## config.mk

```make
export PLATFORM = sky130hd
export DESIGN_NAME = moesi_home_directory_flat
export DESIGN_NICKNAME = d
export VERILOG_FILES = /design/src/rtl/moesi_pkg.sv /design/src/rtl/moesi_home_directory_if.sv /design/src/rtl/moesi_ack_collector.sv /design/src/rtl/moesi_home_directory.sv /design/src/flat_wrapper.sv
export SDC_FILE = /design/constraint.sdc
export NUM_CORES = 1
export LEC_CHECK = 0
export CORE_MARGIN = 1
export CORE_UTILIZATION = 60
export DETAILED_ROUTE_END_ITERATION = 7
export DONT_BUFFER_PORTS = 1
export PLACE_DENSITY = 0.79
export SLEW_MARGIN = 25
export SYNTH_ARGS = -nofsm -noshare
export SYNTH_HDL_FRONTEND = slang
export SYNTH_SLANG_ARGS = --single-unit
```

## constraint.sdc

```tcl
create_clock -name clk -period 2.65 [get_ports clk]
set_input_delay 0.53 -clock clk [delete_from_list [all_inputs] [get_ports clk]]
set_output_delay 0.53 -clock clk [all_outputs]
set_load 0.02 [all_outputs]
```

## src/rtl/moesi_pkg.sv

```systemverilog
// Shared encodings for the MOESI home directory: per-cache line states,
// snoop types, the directory FSM states and helpers that convert between
// a packed 3-bit state_vec slice and the typed line state.
package moesi_pkg;

  typedef enum logic [2:0] {
    LineI = 3'b000,
    LineS = 3'b001,
    LineE = 3'b010,
    LineO = 3'b011,
    LineM = 3'b100
  } line_state_e;

  typedef enum logic [1:0] {
    SnpNone = 2'b00,
    SnpInv  = 2'b01,
    SnpFwd  = 2'b10,
    SnpRsvd = 2'b11
  } snp_type_e;

  typedef enum logic [2:0] {
    FsmIdle,
    FsmLookup,
    FsmSnoop,
    FsmWaitAck,
    FsmResp
  } dir_fsm_e;

  // Unpack one 3-bit state_vec slice into a typed line state.
  function automatic line_state_e to_line(input logic [2:0] bits);
    return line_state_e'(bits);
  endfunction

  // Pack a typed line state back into its 3-bit state_vec slice.
  function automatic logic [2:0] from_line(input line_state_e st);
    return 3'(st);
  endfunction

  // A cache holding the line in M, E or O can supply data.
  function automatic logic is_owner(input line_state_e st);
    return (st == LineM) || (st == LineE) || (st == LineO);
  endfunction

endpackage

```

## src/rtl/moesi_home_directory_if.sv

```systemverilog
// Request / snoop / response bundle of the MOESI home directory.
// master: request arbiter plus cache snoop ports; slave: the directory.
interface moesi_home_directory_if #(
  parameter int unsigned NPROC = 3
);
  logic               req_valid;
  logic               req_ready;
  logic [1:0]         req_proc;
  logic               req_op;
  logic               snp_valid;
  logic [NPROC-1:0]   snp_dst;
  logic [1:0]         snp_type;
  logic [NPROC-1:0]   snp_ack;
  logic               rsp_valid;
  logic [1:0]         rsp_proc;
  logic [2:0]         rsp_state;
  logic               rsp_src;
  logic [3*NPROC-1:0] state_vec;
  logic               err;

  modport master (
    output req_valid, req_proc, req_op, snp_ack,
    input  req_ready, snp_valid, snp_dst, snp_type,
    input  rsp_valid, rsp_proc, rsp_state, rsp_src, state_vec, err
  );

  modport slave (
    input  req_valid, req_proc, req_op, snp_ack,
    output req_ready, snp_valid, snp_dst, snp_type,
    output rsp_valid, rsp_proc, rsp_state, rsp_src, state_vec, err
  );
endinterface

```

## src/rtl/moesi_ack_collector.sv

```systemverilog
// Sticky snoop-acknowledge mask plus WAIT_ACK timeout counter.
// clear is asserted in the SNOOP cycle; acks seen in that cycle are kept.
module moesi_ack_collector #(
  parameter int unsigned NPROC       = 3,
  parameter int unsigned ACK_TIMEOUT = 15
) (
  input  logic             clk,
  input  logic             reset,
  input  logic             clear,
  input  logic             active,
  input  logic [NPROC-1:0] dst,
  input  logic [NPROC-1:0] ack,
  output logic             done,
  output logic             timeout
);

  localparam int unsigned CntW = $clog2(ACK_TIMEOUT + 1);

  logic [NPROC-1:0] mask_q, mask_d, mask_now;
  logic [CntW-1:0]  cnt_q, cnt_d;

  // Acks for caches outside the snoop target set never count.
  assign mask_now = mask_q | (ack & dst);
  assign done     = active && (mask_now == dst);
  // Fires during the last allowed WAIT_ACK cycle unless the acks completed.
  assign timeout  = active && !done && (cnt_q == CntW'(ACK_TIMEOUT - 1));

  // Next mask / counter: restart in SNOOP, accumulate and count in WAIT_ACK.
  always_comb begin
    mask_d = mask_q;
    cnt_d  = cnt_q;
    if (clear) begin
      mask_d = ack & dst;
      cnt_d  = '0;
    end else if (active) begin
      mask_d = mask_now;
      if (cnt_q != CntW'(ACK_TIMEOUT)) cnt_d = cnt_q + 1'b1;
    end
  end

  // Mask and counter registers.
  always_ff @(posedge clk or negedge reset) begin
    if (!reset) begin
      mask_q <= '0;
      cnt_q  <= '0;
    end else begin
      mask_q <= mask_d;
      cnt_q  <= cnt_d;
    end
  end

endmodule

```

## src/rtl/moesi_home_directory.sv

```systemverilog
// Home directory for one coherent line shared by NPROC caches.
// Optional feature macro: MOESI_DIR_E_STATE_EN. Defined, a read miss with
// no peers is granted E (full MOESI); undefined, it is granted S (MOSI).
module moesi_home_directory
  import moesi_pkg::*;
#(
  parameter int unsigned NPROC       = 3,
  parameter int unsigned ACK_TIMEOUT = 15
) (
  input logic                   clk,
  input logic                   reset,
  moesi_home_directory_if.slave bus
);

  dir_fsm_e           fsm_q, fsm_d;
  logic [1:0]         proc_q;
  logic               op_q;
  logic [3*NPROC-1:0] state_vec_q, state_vec_d;
  logic               timed_out_q, timed_out_d;

  // Plan computed in LOOKUP, held until commit in the snoop path.
  logic [3*NPROC-1:0] plan_vec, plan_vec_q;
  line_state_e        plan_state, plan_state_q;
  logic               plan_src, plan_src_q;
  logic [NPROC-1:0]   plan_dst, plan_dst_q;
  snp_type_e          plan_type, plan_type_q;

  line_state_e        cur [NPROC];
  line_state_e        nxt [NPROC];
  line_state_e        req_st;
  logic [NPROC-1:0]   peer_mask, owner_mask;
  logic               owner_found;
  logic               bad_proc;
  logic               accept;
  logic               ack_done, ack_timeout;

  assign accept   = (fsm_q == FsmIdle) && bus.req_valid;
  assign bad_proc = 32'(proc_q) >= NPROC;

  // Unpack the stored state vector into per-cache line states.
  always_comb begin
    for (int i = 0; i < NPROC; i++) cur[i] = to_line(state_vec_q[3*i +: 3]);
  end

  // Classify peers and work out the snoop, grant and new state vector.
  always_comb begin
    req_st      = LineI;
    peer_mask   = '0;
    owner_mask  = '0;
    owner_found = 1'b0;
    for (int i = 0; i < NPROC; i++) begin
      nxt[i] = cur[i];
      if (2'(i) == proc_q) begin
        req_st = cur[i];
      end else if (cur[i] != LineI) begin
        peer_mask[i] = 1'b1;
        if (!owner_found && is_owner(cur[i])) begin
          owner_found   = 1'b1;
          owner_mask[i] = 1'b1;
        end
      end
    end

    plan_state = req_st;
    plan_src   = 1'b0;
    plan_dst   = '0;
    plan_type  = SnpNone;

    if (!op_q) begin
      // Reads that hit keep everything as is.
      if (req_st == LineI) begin
        plan_state = LineS;
        if (owner_found) begin
          plan_type = SnpFwd;
          plan_dst  = owner_mask;
          plan_src  = 1'b1;
          for (int i = 0; i < NPROC; i++) begin
            if (owner_mask[i]) nxt[i] = (cur[i] == LineE) ? LineS : LineO;
          end
        end else if (peer_mask == '0) begin
`ifdef MOESI_DIR_E_STATE_EN
          plan_state = LineE;
`else
          plan_state = LineS;
`endif
        end
        for (int i = 0; i < NPROC; i++) begin
          if (2'(i) == proc_q) nxt[i] = plan_state;
        end
      end
    end else if (req_st != LineM) begin
      plan_state = LineM;
      // E upgrades silently; S, O and I must invalidate every peer.
      if (req_st != LineE) begin
        plan_src = (req_st == LineI) && owner_found;
        if (peer_mask != '0) begin
          plan_type = SnpInv;
          plan_dst  = peer_mask;
        end
        for (int i = 0; i < NPROC; i++) begin
          if (peer_mask[i]) nxt[i] = LineI;
        end
      end
      for (int i = 0; i < NPROC; i++) begin
        if (2'(i) == proc_q) nxt[i] = LineM;
      end
    end

    plan_vec = '0;
    for (int i = 0; i < NPROC; i++) plan_vec[3*i +: 3] = from_line(nxt[i]);
  end

  // Directory FSM next state; state_vec commits on the edge entering RESP.
  always_comb begin
    fsm_d       = fsm_q;
    state_vec_d = state_vec_q;
    timed_out_d = timed_out_q;
    unique case (fsm_q)
      FsmIdle: begin
        if (bus.req_valid) fsm_d = FsmLookup;
      end
      FsmLookup: begin
        if (bad_proc) begin
          fsm_d = FsmIdle;
        end else if (plan_type != SnpNone) begin
          fsm_d = FsmSnoop;
        end else begin
          fsm_d       = FsmResp;
          state_vec_d = plan_vec;
        end
      end
      FsmSnoop: begin
        fsm_d = FsmWaitAck;
      end
      FsmWaitAck: begin
        if (ack_done || ack_timeout) begin
          fsm_d       = FsmResp;
          state_vec_d = plan_vec_q;
          timed_out_d = ack_timeout;
        end
      end
      FsmResp: begin
        fsm_d       = FsmIdle;
        timed_out_d = 1'b0;
      end
      default: fsm_d = FsmIdle;
    endcase
  end

  // FSM, committed state vector and timeout flag.
  always_ff @(posedge clk or negedge reset) begin
    if (!reset) begin
      fsm_q       <= FsmIdle;
      state_vec_q <= '0;
      timed_out_q <= 1'b0;
    end else begin
      fsm_q       <= fsm_d;
      state_vec_q <= state_vec_d;
      timed_out_q <= timed_out_d;
    end
  end

  // Latch the request on acceptance and the plan at the end of LOOKUP.
  always_ff @(posedge clk or negedge reset) begin
    if (!reset) begin
      proc_q       <= '0;
      op_q         <= 1'b0;
      plan_vec_q   <= '0;
      plan_state_q <= LineI;
      plan_src_q   <= 1'b0;
      plan_dst_q   <= '0;
      plan_type_q  <= SnpNone;
    end else begin
      if (accept) begin
        proc_q <= bus.req_proc;
        op_q   <= bus.req_op;
      end
      if (fsm_q == FsmLookup) begin
        plan_vec_q   <= plan_vec;
        plan_state_q <= plan_state;
        plan_src_q   <= plan_src;
        plan_dst_q   <= plan_dst;
        plan_type_q  <= plan_type;
      end
    end
  end

  moesi_ack_collector #(
    .NPROC       (NPROC),
    .ACK_TIMEOUT (ACK_TIMEOUT)
  ) u_ack_collector (
    .clk     (clk),
    .reset   (reset),
    .clear   (fsm_q == FsmSnoop),
    .active  (fsm_q == FsmWaitAck),
    .dst     (plan_dst_q),
    .ack     (bus.snp_ack),
    .done    (ack_done),
    .timeout (ack_timeout)
  );

  // Outputs are gated to zero outside the cycle in which they are valid.
  always_comb begin
    bus.req_ready = (fsm_q == FsmIdle);
    bus.snp_valid = (fsm_q == FsmSnoop);
    bus.snp_dst   = bus.snp_valid ? plan_dst_q : '0;
    bus.snp_type  = bus.snp_valid ? plan_type_q : SnpNone;
    bus.rsp_valid = (fsm_q == FsmResp);
    bus.rsp_proc  = bus.rsp_valid ? proc_q : 2'b00;
    bus.rsp_state = bus.rsp_valid ? from_line(plan_state_q) : 3'b000;
    bus.rsp_src   = bus.rsp_valid && plan_src_q;
    bus.state_vec = state_vec_q;
    bus.err       = ((fsm_q == FsmLookup) && bad_proc) || ((fsm_q == FsmResp) && timed_out_q);
  end

endmodule

```

## src/flat_wrapper.sv

```systemverilog
// flat-port wrapper written by rule: the top's interface ports become plain ports
module moesi_home_directory_flat import moesi_pkg::*;
#(
  parameter int unsigned NPROC       = 3,
  parameter int unsigned ACK_TIMEOUT = 15
)
  (clk, reset, bus_req_valid, bus_req_proc, bus_req_op, bus_snp_ack, bus_req_ready, bus_snp_valid, bus_snp_dst, bus_snp_type, bus_rsp_valid, bus_rsp_proc, bus_rsp_state, bus_rsp_src, bus_state_vec, bus_err);
  moesi_home_directory_if #(.NPROC(NPROC)) bus_i ();
  input logic clk;
  input logic reset;
  input wire logic [$bits(bus_i.req_valid)-1:0] bus_req_valid;
  input wire logic [$bits(bus_i.req_proc)-1:0] bus_req_proc;
  input wire logic [$bits(bus_i.req_op)-1:0] bus_req_op;
  input wire logic [$bits(bus_i.snp_ack)-1:0] bus_snp_ack;
  output wire logic [$bits(bus_i.req_ready)-1:0] bus_req_ready;
  output wire logic [$bits(bus_i.snp_valid)-1:0] bus_snp_valid;
  output wire logic [$bits(bus_i.snp_dst)-1:0] bus_snp_dst;
  output wire logic [$bits(bus_i.snp_type)-1:0] bus_snp_type;
  output wire logic [$bits(bus_i.rsp_valid)-1:0] bus_rsp_valid;
  output wire logic [$bits(bus_i.rsp_proc)-1:0] bus_rsp_proc;
  output wire logic [$bits(bus_i.rsp_state)-1:0] bus_rsp_state;
  output wire logic [$bits(bus_i.rsp_src)-1:0] bus_rsp_src;
  output wire logic [$bits(bus_i.state_vec)-1:0] bus_state_vec;
  output wire logic [$bits(bus_i.err)-1:0] bus_err;
  assign bus_i.req_valid = bus_req_valid;
  assign bus_i.req_proc = bus_req_proc;
  assign bus_i.req_op = bus_req_op;
  assign bus_i.snp_ack = bus_snp_ack;
  assign bus_req_ready = bus_i.req_ready;
  assign bus_snp_valid = bus_i.snp_valid;
  assign bus_snp_dst = bus_i.snp_dst;
  assign bus_snp_type = bus_i.snp_type;
  assign bus_rsp_valid = bus_i.rsp_valid;
  assign bus_rsp_proc = bus_i.rsp_proc;
  assign bus_rsp_state = bus_i.rsp_state;
  assign bus_rsp_src = bus_i.rsp_src;
  assign bus_state_vec = bus_i.state_vec;
  assign bus_err = bus_i.err;
  moesi_home_directory #(.NPROC(NPROC), .ACK_TIMEOUT(ACK_TIMEOUT)) u_core (.clk(clk), .reset(reset), .bus(bus_i));
endmodule
```

==> impl_metrics.yaml <==
floorplan:
  coreArea_mm2: 0.00438
  dieArea_mm2: 0.00487
  rows: 24
  die-width_um: 69.8
  start_util: 0.628
  dieHeight_um: 69.8
  ios: 33
worst_setup_path:
  cp.required_ns: 2.87
  reg2reg_to: "u_core.bus.state_vec[0]"
  r2r_cells: 7
  crit_path_max_incr_delay_ns: 0.55
  crit_buf_inv: 1
  endpoint_kind: "flip-flop"
  cpMostUsedCell: "mux2i_1"
  crit_slowest_cell: "dfrtp_1"
  reg2reg_from: "u_core.proc_q[1]"
  crit_type: "flip-flop to flip-flop"
  cp_data_arrival_time_ns: 2.69
  crit_fanout: 8
  cp-start-kind: "flip-flop"
  crit_chain: "nor2b_1 -> buf_4 -> a2bb2oi_1 -> o21ai_0 -> o31ai_1 -> mux2i_1 -> mux2i_1"
  critical-path-top-delay-family: "compound AO/OA/AOI/OAI gates"
  r2r_setup_slack_ns: 0.17
clocking:
  cts_resized: 0
  clk_latency_ns: 0.29
  htreeDepth: 2
  cts_hold_buf: 1
  numCtsBuffers: 5
  cts_tree: "built"
  clock-sinks: 41
  cts_buffer_depth: 2
  post-cts-setup-buffers: 0
  cts.clk_slew.worst_paths_ns: 0.08
  cts_root_buf: "clkbuf_8"
sta:
  max_freq_mhz: 404
  rsz0062_at_grt: "false"
  skew_ns: 0.00985
  hold_viol: 0
  slew_violations: 0
  fin_ws_ns: 0.173
  fin_crit_sh: 0.935
  slew_headroom: 0.577
  fin_tns_setup_ns: 0
  worst_slew_pin_slew_ns: 0.632
  fin_crit_ns: 2.48
  finalSetupViolCount: 0
job:
  max-cap-violations: 0
synthesis:
  synthFlopType: "dfrtp_1"
  yosys_warnings: 0
  yosysTopAreaCellShare: 0.372
  async_reset_ff_frac: 1.00
  ys_ff_latch: 41
  ys_seq_area_frac: 0.372
  synthesis.nets: 324
  synth_area_mm2: 0.00276
  synth_cells: 313
  ys_types: 66
  synth-edff-count: 0
  syn_avg_cell_area_um2: 8.80
  synth_top_area_cell: "dfrtp_1"
  synthTopCellsByArea: "dfrtp_1, nor2_1, nand2_1"
  yosysMostFrequentCell: "dfrtp_1"
  netlist_top_cells_count: "dfrtp_1, nor2_1, nand2_1"
global_route:
  grt_max_degree: 42
  grt_overflow: 0
  grt_antenna_before_repair: 0
  first_global_vias: 2443
  grtUsageTotal: 0.314
  grt_pass1_wl_mm: 12.2
placement:
  pre_cts_ws_ns: 0.254
  port_buffers: 0
  hpwlAfterDp_mm: 5.32
  gp_congestion: 0.976
pwr:
  vdd_drop_max_mv: 1.03
  p_leak_nw: 1.34
  power_density_mw_per_mm2: 1550
cells_and_area:
  nNetsFinal: 343
  synthToLayoutAreaGrowth_pct: 12.5
  drive_above_1_share: 0.192
  diodes: 0
routing:
  drtAntennaViolNets: 0
  drc: 0
  post_drt_wl_per_cell_um: 18.8
  drt_iter0_drc: 289
  wirelength_mm: 7.22
  drtPass1Iterations: 5
  dr_total_vias: 2532
  vias_per_cell: 6.58
min_path:
  hold_class: "primary input to async pin"
outcome:
  status: "completed"
-- where the power goes --
group | total (W) | internal [W] | switching, W
Clock | 0.000523 | 0.000307 | 0.000216
Sequential | 0.00122 | 0.000877 | 0.000341
Combinational | 0.00306 | 0.00131 | 0.00175
Total | 0.00480 | 0.00249 | 0.00231
-- how the worst max path moves through the flow --
stage                                  startpoint                 endpoint  slack [ns]  cells past startpoint
after global placement           u_core.proc_q[1]  u_core.bus.state_vec[3]        0.30                      7
final                            u_core.proc_q[1]  u_core.bus.state_vec[0]        0.17                      7
after detailed placement         u_core.proc_q[1]     u_core.plan_vec_q[8]        0.25                      7
after global routing             u_core.proc_q[1]     u_core.plan_vec_q[8]        0.06                      7
after floorplan           u_core.bus.state_vec[8]  u_core.bus.state_vec[2]        0.28                      9
after CTS                        u_core.proc_q[1]  u_core.bus.state_vec[6]        0.24                      7
-- per-layer routing --
layer,GRT usage,wire length [µm]
met1,0.417,2980
met2,0.500,3320
met3,0.0756,670
met4,0.113,257
met5,0,0
-- sequential cells by signal, indices dropped and copies added (netlist names) --
name	flops
u_core.plan_type_q	2
u_core.plan_src_q	1
u_core.timed_out_q	1
u_core.plan_vec_q	9
u_core.op_q	1
u_core.plan_state_q	3
u_core.fsm_q	3
u_core.proc_q	2
u_core.u_ack_collector.cnt_q	4
u_core.u_ack_collector.mask_q	3
u_core.bus.state_vec	9
u_core.plan_dst_q	3
-- layout make-up --
cell class	count	area [µm²]
timing repair buffer	34	268
clock buffer	7	86.3
inverter	11	43.8
tap	52	65.1
fill	331	1280
clock inverter	1	30.0
multi-input combinational	239	1580
sequential	41	1030
-- metrics by stage --
| stage | hold slack [ns] | util | std cells | total power, W | cell area, µm² |
|---|---|---|---|---|---|
| after floorplan | 0.234 | - | 313 | 0.00324 | 2760 |
| after global placement | 0.235 | 0.676 | 376 | 0.00415 | 2960 |
| after detailed placement | 0.235 | 0.676 | 376 | 0.00420 | 2960 |
| after CTS | 0.0888 | 0.707 | 385 | 0.00473 | 3100 |
| after global routing | 0.0855 | 0.707 | 385 | 0.00514 | 3100 |
| final | 0.0750 | 0.707 | 385 | 0.00480 | 3100 |
-- cell families (layout without fill, tap and decap cells) --
kind of cell / after synthesis / count (layout) / synth area share
adders and majority gates: 2 / 2 / 0.00908
muxes: 17 / 17 / 0.0772
buffers and inverters: 33 / 53 / 0.0540
and+or+nand+nor: 124 / 124 / 0.222
xor gates and xnor gates: 5 / 5 / 0.0159
AOI/OAI and AO/OA: 91 / 91 / 0.249
DFF: 41 / 41 / 0.372
-- cell usage in the layout, fill, tap and decap left out, types with 4 or more instances in the layout --
master and count:
o211ai_1 4, nor2b_1 5, a21oi_1 7, buf_4 33, nand2_1 33, dfrtp_1 41, inv_1 10, nand3_1 6
nand2b_1 4, o31ai_1 10, o22ai_1 5, a31oi_1 4, clkbuf_8 6, xor2_1 4, nor3b_1 5, mux2i_1 6
o21a_1 5, nor2_1 34, nor3_1 7, mux2_2 5, and2_1 15, mux2_4 4, o21ai_0 19, nor4_1 5
No activity file was read; power rests on OpenSTA's default activity.
